==> src/rtl/poets_mem_reader_pkg.sv <==
// Shared types and sizing constants for the on-chip memory stream reader.
// Consumed by poets_st_skid_fifo and poets_onchip_mem_stream_reader.
package poets_mem_reader_pkg;

  localparam int MEM_ADDR_W = 5;
  localparam int MEM_DATA_W = 8;
  localparam int MEM_LEN_W  = 6;

  localparam int FIFO_DEPTH = 2;
  localparam int FIFO_PTR_W = $clog2(FIFO_DEPTH);
  localparam int FIFO_CNT_W = $clog2(FIFO_DEPTH + 1);

  typedef enum logic [1:0] {
    IDLE  = 2'd0,
    READ  = 2'd1,
    DRAIN = 2'd2
  } state_t;

endpackage

==> src/rtl/poets_st_skid_fifo.sv <==
// Small synchronous FIFO buffering memory read returns ahead of the stream port.
// Push into a full FIFO is only taken when a pop happens in the same cycle.
module poets_st_skid_fifo
  import poets_mem_reader_pkg::*;
#(
  parameter int WIDTH = MEM_DATA_W
) (
  input  logic                  clk,
  input  logic                  srst,
  input  logic                  push,
  input  logic                  pop,
  input  logic [WIDTH-1:0]      din,
  output logic [WIDTH-1:0]      dout,
  output logic [FIFO_CNT_W-1:0] count
);

  logic [WIDTH-1:0]      mem_reg [FIFO_DEPTH];
  logic [FIFO_PTR_W-1:0] wr_ptr_reg;
  logic [FIFO_PTR_W-1:0] rd_ptr_reg;
  logic [FIFO_CNT_W-1:0] count_reg;
  logic                  push_ok;
  logic                  pop_ok;

  assign pop_ok  = pop && (count_reg != '0);
  assign push_ok = push && ((count_reg != FIFO_CNT_W'(FIFO_DEPTH)) || pop_ok);

  always_ff @(posedge clk) begin
    if (srst) begin
      wr_ptr_reg <= '0;
      rd_ptr_reg <= '0;
      count_reg  <= '0;
    end else begin
      if (push_ok) begin
        wr_ptr_reg <= wr_ptr_reg + FIFO_PTR_W'(1);
      end
      if (pop_ok) begin
        rd_ptr_reg <= rd_ptr_reg + FIFO_PTR_W'(1);
      end
      case ({push_ok, pop_ok})
        2'b10:   count_reg <= count_reg + FIFO_CNT_W'(1);
        2'b01:   count_reg <= count_reg - FIFO_CNT_W'(1);
        default: count_reg <= count_reg;
      endcase
    end
  end

  // Storage needs no reset: a flush clears the count, which hides stale entries.
  always_ff @(posedge clk) begin
    if (push_ok) begin
      mem_reg[wr_ptr_reg] <= din;
    end
  end

  assign dout  = mem_reg[rd_ptr_reg];
  assign count = count_reg;

endmodule

==> src/rtl/poets_onchip_mem_stream_reader.sv <==
// Avalon-MM read master streaming a run of bytes from on-chip memory onto Avalon-ST.
// Optional packet framing (startofpacket/endofpacket) enabled by POETS_MEM_READER_PACKET_EN.
module poets_onchip_mem_stream_reader
  import poets_mem_reader_pkg::*;
#(
  parameter int ADDR_W = MEM_ADDR_W,
  parameter int DATA_W = MEM_DATA_W,
  parameter int LEN_W  = MEM_LEN_W
) (
  input  logic              clk,
  input  logic              reset,
  input  logic              start,
  input  logic [ADDR_W-1:0] start_addr,
  input  logic [LEN_W-1:0]  length,
  output logic              busy,
  output logic              done,
  output logic [ADDR_W-1:0] m_address,
  output logic              m_chipselect,
  output logic              m_write,
  output logic              m_clken,
  input  logic [DATA_W-1:0] m_readdata,
  output logic [DATA_W-1:0] st_data,
  output logic              st_valid,
  input  logic              st_ready
`ifdef POETS_MEM_READER_PACKET_EN
  ,
  output logic              st_startofpacket,
  output logic              st_endofpacket
`endif
);

`ifdef POETS_MEM_READER_PACKET_EN
  localparam int FIFO_W = DATA_W + 2;
`else
  localparam int FIFO_W = DATA_W;
`endif
  localparam int OCC_W = FIFO_CNT_W + 1;

  state_t                state_reg, state_next;
  logic [ADDR_W-1:0]     addr_reg, addr_next;
  logic [LEN_W-1:0]      remain_reg, remain_next;
  logic                  done_reg, done_next;
  logic                  inflight_reg;
  logic                  issue;
  logic                  cmd_load;
  logic                  pop;
  logic                  credit;
  logic [OCC_W-1:0]      occupancy;
  logic [FIFO_CNT_W-1:0] fifo_count;
  logic [FIFO_W-1:0]     fifo_din;
  logic [FIFO_W-1:0]     fifo_dout;

  assign st_valid  = (fifo_count != '0);
  assign pop       = st_valid && st_ready;
  assign occupancy = OCC_W'(fifo_count) + OCC_W'(inflight_reg);
  // A pop this cycle frees a slot by the time the new read returns, keeping 1 byte/cycle.
  assign credit    = (occupancy < OCC_W'(FIFO_DEPTH)) || pop;

  always_comb begin
    state_next  = state_reg;
    addr_next   = addr_reg;
    remain_next = remain_reg;
    done_next   = 1'b0;
    issue       = 1'b0;
    cmd_load    = 1'b0;
    case (state_reg)
      IDLE: begin
        if (start) begin
          if (length == '0) begin
            done_next = 1'b1;
          end else begin
            cmd_load    = 1'b1;
            state_next  = READ;
            addr_next   = start_addr;
            remain_next = length;
          end
        end
      end
      READ: begin
        if (credit) begin
          issue       = 1'b1;
          addr_next   = addr_reg + ADDR_W'(1);
          remain_next = remain_reg - LEN_W'(1);
          if (remain_reg == LEN_W'(1)) begin
            state_next = DRAIN;
          end
        end
      end
      DRAIN: begin
        if ((fifo_count == '0) && !inflight_reg) begin
          state_next = IDLE;
          done_next  = 1'b1;
        end
      end
      default: state_next = IDLE;
    endcase
  end

  always_ff @(posedge clk) begin
    if (reset) begin
      state_reg    <= IDLE;
      addr_reg     <= '0;
      remain_reg   <= '0;
      done_reg     <= 1'b0;
      inflight_reg <= 1'b0;
    end else begin
      state_reg    <= state_next;
      addr_reg     <= addr_next;
      remain_reg   <= remain_next;
      done_reg     <= done_next;
      inflight_reg <= issue;
    end
  end

`ifdef POETS_MEM_READER_PACKET_EN
  logic sop_pending_reg;
  logic inflight_sop_reg;
  logic inflight_eop_reg;

  // Framing flags travel with the read so they land beside the matching byte.
  always_ff @(posedge clk) begin
    if (reset) begin
      sop_pending_reg  <= 1'b0;
      inflight_sop_reg <= 1'b0;
      inflight_eop_reg <= 1'b0;
    end else begin
      if (cmd_load) begin
        sop_pending_reg <= 1'b1;
      end else if (issue) begin
        sop_pending_reg <= 1'b0;
      end
      inflight_sop_reg <= issue && sop_pending_reg;
      inflight_eop_reg <= issue && (remain_reg == LEN_W'(1));
    end
  end

  assign fifo_din         = {inflight_sop_reg, inflight_eop_reg, m_readdata};
  assign st_startofpacket = st_valid && fifo_dout[DATA_W+1];
  assign st_endofpacket   = st_valid && fifo_dout[DATA_W];
`else
  assign fifo_din = m_readdata;
`endif

  poets_st_skid_fifo #(
    .WIDTH (FIFO_W)
  ) u_fifo (
    .clk   (clk),
    .srst  (reset),
    .push  (inflight_reg),
    .pop   (pop),
    .din   (fifo_din),
    .dout  (fifo_dout),
    .count (fifo_count)
  );

  assign st_data      = fifo_dout[DATA_W-1:0];
  assign busy         = (state_reg != IDLE);
  assign done         = done_reg;
  assign m_address    = addr_reg;
  assign m_chipselect = issue;
  assign m_write      = 1'b0;
  assign m_clken      = 1'b1;

endmodule

==> config.mk <==
export PLATFORM = sky130hd
export DESIGN_NAME = poets_onchip_mem_stream_reader
export DESIGN_NICKNAME = d
export VERILOG_FILES = /design/src/rtl/poets_mem_reader_pkg.sv /design/src/rtl/poets_st_skid_fifo.sv /design/src/rtl/poets_onchip_mem_stream_reader.sv
export SDC_FILE = /design/constraint.sdc
export NUM_CORES = 1
export LEC_CHECK = 0
export ABC_AREA = 0
export BUFFER_PORTS_ARGS = -buffer_cell sky130_fd_sc_hd__buf_2
export CAP_MARGIN = 20
export CORE_ASPECT_RATIO = 0.75
export CORE_UTILIZATION = 30
export CTS_CLUSTER_SIZE = 24
export DETAILED_ROUTE_END_ITERATION = 10
export PLACE_DENSITY = 0.5
export SETUP_SLACK_MARGIN = 0.05
export SYNTH_ARGS = -nofsm -noshare
export SYNTH_HDL_FRONTEND = slang
export SYNTH_SLANG_ARGS = --single-unit
==> constraint.sdc <==
create_clock -name clk -period 1.7 [get_ports clk]
set_input_delay 0.255 -clock clk [delete_from_list [all_inputs] [get_ports clk]]
set_output_delay 0.255 -clock clk [all_outputs]
set_load 0.05 [all_outputs]
==> results of run 1 <==
==> cell families after synthesis <==
logic type               share of synthesized area [%]
AND/OR/NAND/NOR                                   16.0
AO/OA/AOI/OAI                                     19.1
flip-flops                                        50.8
buffers and inverters                             4.26
multiplexers                                      5.78
adder cells (fa/ha/maj)                           2.17
XOR/XNOR                                          1.52
other                                            0.433
==> layer usage <==
layer	wire length, um	up-vias
met5	0	-
met4	72	0
met3	144	7
met2	1600	34
met1	2090	666
li1	-	732
==> cell type report <==
class | count | area [um^2]
multi-input combinational | 114 | 778
clock inverter | 3 | 42.5
timing repair buffer | 56 | 342
sequential | 36 | 885
fill | 547 | 3190
clock buffer | 5 | 68.8
tap | 75 | 93.8
inverter | 8 | 42.5
==> worst min-delay path by stage <==
| stage | to | depth (start not counted) |
|---|---|---|
| 3_3_place_gp | u_fifo.mem_reg[0][3] | 1 |
| 6_report | u_fifo.mem_reg[1][5] | 1 |
| 4_1_cts | u_fifo.mem_reg[1][4] | 1 |
| 3_5_place_dp | u_fifo.mem_reg[0][4] | 1 |
| 5_1_grt | u_fifo.mem_reg[0][5] | 1 |
| 2_1_floorplan | u_fifo.mem_reg[0][0] | 0 |
==> Yosys cell counts (all sizes together) <==
cell type and count:
xor2 2, ha 3, a21oi 11, edfxtp 16
a211oi 2, a21o 2, nand2 10, a21boi 2
o21ai 4, dfxtp 20, conb 2, mux2 8
nor2b 2, clkinv 1, nor2 14, xnor2 1
mux2i 1, nand4 1, nand3 4, a311oi 3
inv 7, nor3 8, nor3b 1, buf 4
o2111ai 3, o211ai 2, or4b 1, clkbuf 5
a32o 2, nand2b 4, a2111oi 1, o31ai 6
nor4 2, a32oi 1, o32a 1, a31oi 1
or2 2, and3b 1, a221oi 1, nand3b 2
or4 1, a22o 2
==> power by group through the flow <==
stage | clock, mW | combinational, mW | sequential (mW)
after floorplan | 0 | 0.307 | 1.06
after global placement | 0 | 0.498 | 1.03
after detailed placement | 0 | 0.497 | 1.03
after CTS | 0.770 | 0.511 | 1.01
after global routing | 0.802 | 0.567 | 1.02
final | 0.753 | 0.523 | 1.01
==> through the flow <==
step                      worst slack, ns  cell area [um^2]  total power [mW]
after CTS                          0.0116              2220              2.29
after global placement            0.00267              2080              1.53
after floorplan                     0.110              1730              1.37
final                              0.0923              2250              2.28
after detailed placement           0.0145              2080              1.52
after global routing               0.0522              2250              2.39
==> worst max-delay path, stage by stage, from the launching register on <==
cell and delay (ns):
dfxtp_2 0.33, a21o_1 0.18, a21o_1 0.20, buf_6 0.15
clkinv_8 0.07, buf_12 0.13
==> what timing repair did <==
| action | CTS | global route |
|---|---|---|
| gates resized for setup | 6 | 4 |
| setup endpoints to repair | 9 | 1 |
| setup buffers | 0 | 3 |
| hold endpoints to repair | 0 | 0 |
| hold buffers | 0 | 0 |
==> impl_metrics.py, run 1 <==
metrics = {
    "routing": {
        "routedWlPerCell_um": 13.2,
        "finalWirelength_um": 3910,
        "drc": 0,
        "routed_via_density": 4.85,
        "via_count": 1439,
        "firstDrtPassIters": 4,
        "drtIter0Drc": 42,
        "postRouteAntennaNets": 0,
    },
    "synthesis": {
        "ys_seq_elements": 36,
        "synth_warnings": 0,
        "synth.area.top_cells": "edfxtp_1 28%, dfxtp_1 23%, mux2_2 5.2%",
        "synth_cell_type_count": 47,
        "netlist_instances": 167,
        "synth_top_area_share_pct": 27.7,
        "ys_seq_area_share_pct": 50.8,
        "synth_area_um2": 1730,
        "yosysTopAreaCell": "edfxtp_1",
        "synth_fp_nets": 193,
        "syn_area_per_cell_um2": 10.4,
    },
    "critical_path": {
        "worstSetupEndpointType": "primary output",
        "critical_path.startpoint": "inflight_reg",
        "endpoint": "m_chipselect",
        "timing.rr.end": "remain_reg[4]",
        "worstPathRequired_ns": 1.44,
        "crit_type": "reg2out",
        "crit_fanout": 9,
        "critPathArrivalTime_ns": 1.35,
        "rrSetupSlack_ns": 0.12,
        "worstRegToRegCells": 4,
        "start_kind": "register",
        "timing.rr.start": "inflight_reg",
    },
    "die": {
        "die_w_um": 89.8,
        "die_y_um": 67.8,
        "dieArea_um2": 6090,
        "ioPinCount": 42,
        "rows": 23,
        "initial_utilization_pct": 31.9,
        "coreArea_um2": 5440,
    },
    "power_and_ir_drop": {
        "peakVddDrop_mv": 0.412,
        "switchingPower_uw": 695,
        "clkPwrFrac_pct": 33.0,
        "netSwitchingFraction_pct": 30.4,
        "pwr_density_cell_nw_per_um2": 1010,
        "p_comb_share_pct": 22.9,
        "power_leakage_nw": 0.901,
        "internal_power_mw": 1.59,
        "p_seq_share_pct": 44.1,
    },
    "final_layout": {
        "largest_reg_flops": 16,
        "layout_commonest_cell": "buf_2",
        "fin_util_pct": 41.4,
        "most-common-layout-cells": "38 x buf_2, 17 x dfxtp_1, 16 x buf_4, 16 x edfxtp_1, 14 x nor2_1",
        "drive_gt1_share_pct": 36.9,
        "synthToLayoutAreaGrowth_pct": 30.0,
        "final_cell_count_no_fill": 297,
        "finalNetCount": 247,
        "antenna_cells": 0,
    },
    "timing": {
        "fin_skew_ns": 0.0119,
        "setup_violations": 0,
        "fmaxAchievable_ghz": 0.622,
        "fin_crit_sh_pct": 94.6,
        "hold_viol": 0,
        "setup_tns_ns": 0,
        "timing.final.crit_period_ns": 1.61,
        "maxSlewViolCount": 0,
        "slew_headroom_pct": 51.4,
        "holdWs_ns": 0.148,
        "rsz0062_at_grt": "false",
        "worst_pin_slew_ns": 0.727,
    },
    "placement": {
        "dp_hpwl_um": 2860,
        "numPortBuffers": 39,
        "dp_cells": 286,
        "gp_congestion": 0.777,
    },
    "clock_network": {
        "cts.clk_slew.worst_paths_ns": 0.08,
        "clk_latency_ns": 0.29,
        "ctsRootBufferMaster": "clkbuf_8",
        "cts_buffer_depth": 2,
        "cts_buffers": 5,
        "clkSinkCount": 36,
        "cts_tree": "yes",
        "htreeDepth": 2,
    },
    "global_route": {
        "grt_max_degree": 20,
        "grt_util_met3_pct": 3.00,
        "antenna_found_initial": 0,
        "gr-usage-met2_pct": 19.8,
        "grt_overflow_total": 0,
        "met1_usage_pct": 19.4,
        "track_usage_pct": 13.8,
        "grt_pass1_wl_um": 6350,
        "grt_pass1_vias": 1286,
        "busiest_layer": "met2",
    },
    "run_status": {
        "status": "completed",
    },
    "run": {
        "maxCapViolations": 0,
    },
    "hold_path": {
        "worstHoldPathType": "in2reg",
        "min-delay-start": "m_readdata[5]",
    },
}
Power figures use the tool's default switching activity.
==> inputs of run 2 (changes only) <==
--- a/config.mk
+++ b/config.mk
@@ -10,6 +10,7 @@
 export CAP_MARGIN = 20
 export CORE_ASPECT_RATIO = 0.75
 export CORE_UTILIZATION = 30
+export CTS_BUF_LIST = sky130_fd_sc_hd__clkbuf_16
 export CTS_CLUSTER_SIZE = 24
 export DETAILED_ROUTE_END_ITERATION = 10
 export PLACE_DENSITY = 0.5
==> impl_metrics.py, run 2 (synthesized netlist as in run 1, its figures left out) <==
metrics = {
    "power_and_ir_drop": {
        "netSwitchingFraction_pct": 27.9,
        "p_seq_share_pct": 39.4,
        "peakVddDrop_mv": 0.539,
        "switchingPower_uw": 714,
        "clkPwrFrac_pct": 40.1,
        "internal_power_mw": 1.84,
        "pwr_density_cell_nw_per_um2": 1110,
        "p_comb_share_pct": 20.4,
        "power_mw": 2.56,
        "power_leakage_nw": 0.927,
    },
    "die": {
        "coreArea_um2": 5440,
        "rows": 23,
        "initial_utilization_pct": 31.9,
        "dieArea_um2": 6090,
        "die_w_um": 89.8,
        "die_y_um": 67.8,
        "ioPinCount": 42,
    },
    "final_layout": {
        "finalNetCount": 247,
        "drive_gt1_share_pct": 36.5,
        "most-common-layout-cells": "38 x buf_2, 18 x dfxtp_1, 16 x buf_4, 16 x edfxtp_1, 14 x nor2_1",
        "final_cell_count_no_fill": 297,
        "fin_util_pct": 42.4,
        "largest_reg_flops": 16,
        "synthToLayoutAreaGrowth_pct": 33.1,
        "register_area_um2": 883,
        "antenna_cells": 0,
        "n_fill_cell": 543,
        "layout_commonest_cell": "buf_2",
        "multi_input_area_um2": 778,
    },
    "clock_network": {
        "clk_latency_ns": 0.28,
        "cts_tree": "yes",
        "htreeDepth": 2,
        "ctsRootBufferMaster": "clkbuf_16",
        "cts.hold.buffers_added": 0,
        "clkSinkCount": 36,
        "cts_buffer_depth": 2,
        "cts.clk_slew.worst_paths_ns": 0.06,
        "cts_buffers": 5,
    },
    "timing": {
        "fmaxAchievable_ghz": 0.629,
        "setup_violations": 0,
        "rsz0062_at_grt": "false",
        "fin_crit_sh_pct": 93.5,
        "worst_pin_slew_ns": 0.736,
        "maxSlewViolCount": 0,
        "hold_viol": 0,
        "fin_skew_ns": 0.00763,
        "timing.final.crit_period_ns": 1.59,
        "setup_tns_ns": 0,
        "slew_headroom_pct": 50.8,
    },
    "critical_path": {
        "critPathArrivalTime_ns": 1.33,
        "path_common_cell": "a21o_1",
        "start_kind": "register",
        "slowest_delay_ns": 0.32,
        "worstSetupEndpointType": "primary output",
        "crit_fanout": 9,
        "crit_type": "reg2out",
        "worstRegToRegCells": 4,
        "timing.rr.end": "remain_reg[4]",
        "timing.rr.start": "inflight_reg",
        "worstPathRequired_ns": 1.44,
        "cp_slowest_cell": "dfxtp_1",
        "rrSetupSlack_ns": 0.12,
        "path_cells": "a21o_1 > a21o_1 > buf_6 > clkinv_8 > buf_12",
    },
    "run": {
        "maxCapViolations": 0,
    },
    "global_route": {
        "grt_pass1_wl_um": 6350,
        "busiest_layer": "met2",
        "grt_max_degree": 20,
        "grt_pass1_vias": 1282,
        "met1_usage_pct": 19.6,
        "track_usage_pct": 13.6,
        "grt_util_met3_pct": 3.33,
        "grt_overflow_total": 0,
        "antenna_found_initial": 0,
        "gr-usage-met2_pct": 19.7,
    },
    "hold_path": {
        "min-delay-start": "m_readdata[5]",
        "hold-path-endpoint": "u_fifo.mem_reg[0][5]",
        "worstHoldPathType": "in2reg",
        "holdPathStages": 1,
    },
    "routing": {
        "drc": 0,
        "finalWirelength_um": 3860,
        "firstDrtPassIters": 4,
        "postRouteAntennaNets": 0,
        "via_count": 1436,
        "drtIter0Drc": 59,
        "routed_via_density": 4.84,
        "routedWlPerCell_um": 13.0,
    },
    "run_status": {
        "status": "completed",
    },
    "placement": {
        "gp_congestion": 0.777,
        "dp_hpwl_um": 2860,
        "numPortBuffers": 39,
        "dp_cells": 286,
    },
}
[run 2: layout make-up]
cell class                      instances  area share, %
Clock buffer                            5           5.42
Timing Repair Buffer                   56           14.8
Multi-Input combinational cell        114           33.7
Sequential cell                        36           38.3
Inverter                                8           1.84
Clock inverter                          3           1.84
Tap cell                               75           4.07
[run 2: critical path, delay by kind of cell, from the launching register on]
kind | cells | cell delay (ns)
compound gates | 2 | 0.39
flops | 1 | 0.32
buf+inv | 3 | 0.35
[run 2: worst max-delay path by stage]
stage	startpoint	endpoint	slack [ns]	cells past startpoint
final	inflight_reg	m_chipselect	0.11	5
after global routing	inflight_reg	remain_reg[4]	0.05	4
after CTS	u_fifo.count[1]	m_chipselect	0.03	5
after detailed placement	length[4]	remain_reg[4]	0.01	5
after global placement	length[4]	m_address[0]	0.003	5
after floorplan	state_reg[0]	remain_reg[4]	0.11	5
[run 2: per-layer routing]
layer / routed length [um] / share of wire (%) / vias to the layer above
li1: - / - / 732
met3: 149 / 3.9 / 0
met2: 1630 / 42 / 36
met4: 0 / 0 / 0
met1: 2080 / 54 / 668
met5: 0 / 0 / -
[run 2: power by group through the flow]
| stage | Clock, mW | Combinational [mW] | Sequential, mW |
|---|---|---|---|
| global placement | 0 | 0.498 | 1.03 |
| detailed placement | 0 | 0.497 | 1.03 |
| finish | 1.03 | 0.523 | 1.01 |
| floorplan | 0 | 0.307 | 1.06 |
| global route | 1.09 | 0.567 | 1.02 |
| CTS | 1.05 | 0.511 | 1.01 |
[run 2: per-stage QoR]
stage	hold slack, ns	setup WS (ns)	area (um^2)
global placement	0.446	0.00267	2080
global route	0.156	0.0522	2310
detailed placement	0.447	0.0145	2080
floorplan	0.354	0.110	1730
CTS	0.158	0.0328	2270
finish	0.165	0.110	2310
[run 2: timing repair]
item	in CTS	in global routing
setup buffers	0	3
setup endpoints to repair	9	2
gates resized for setup	6	3
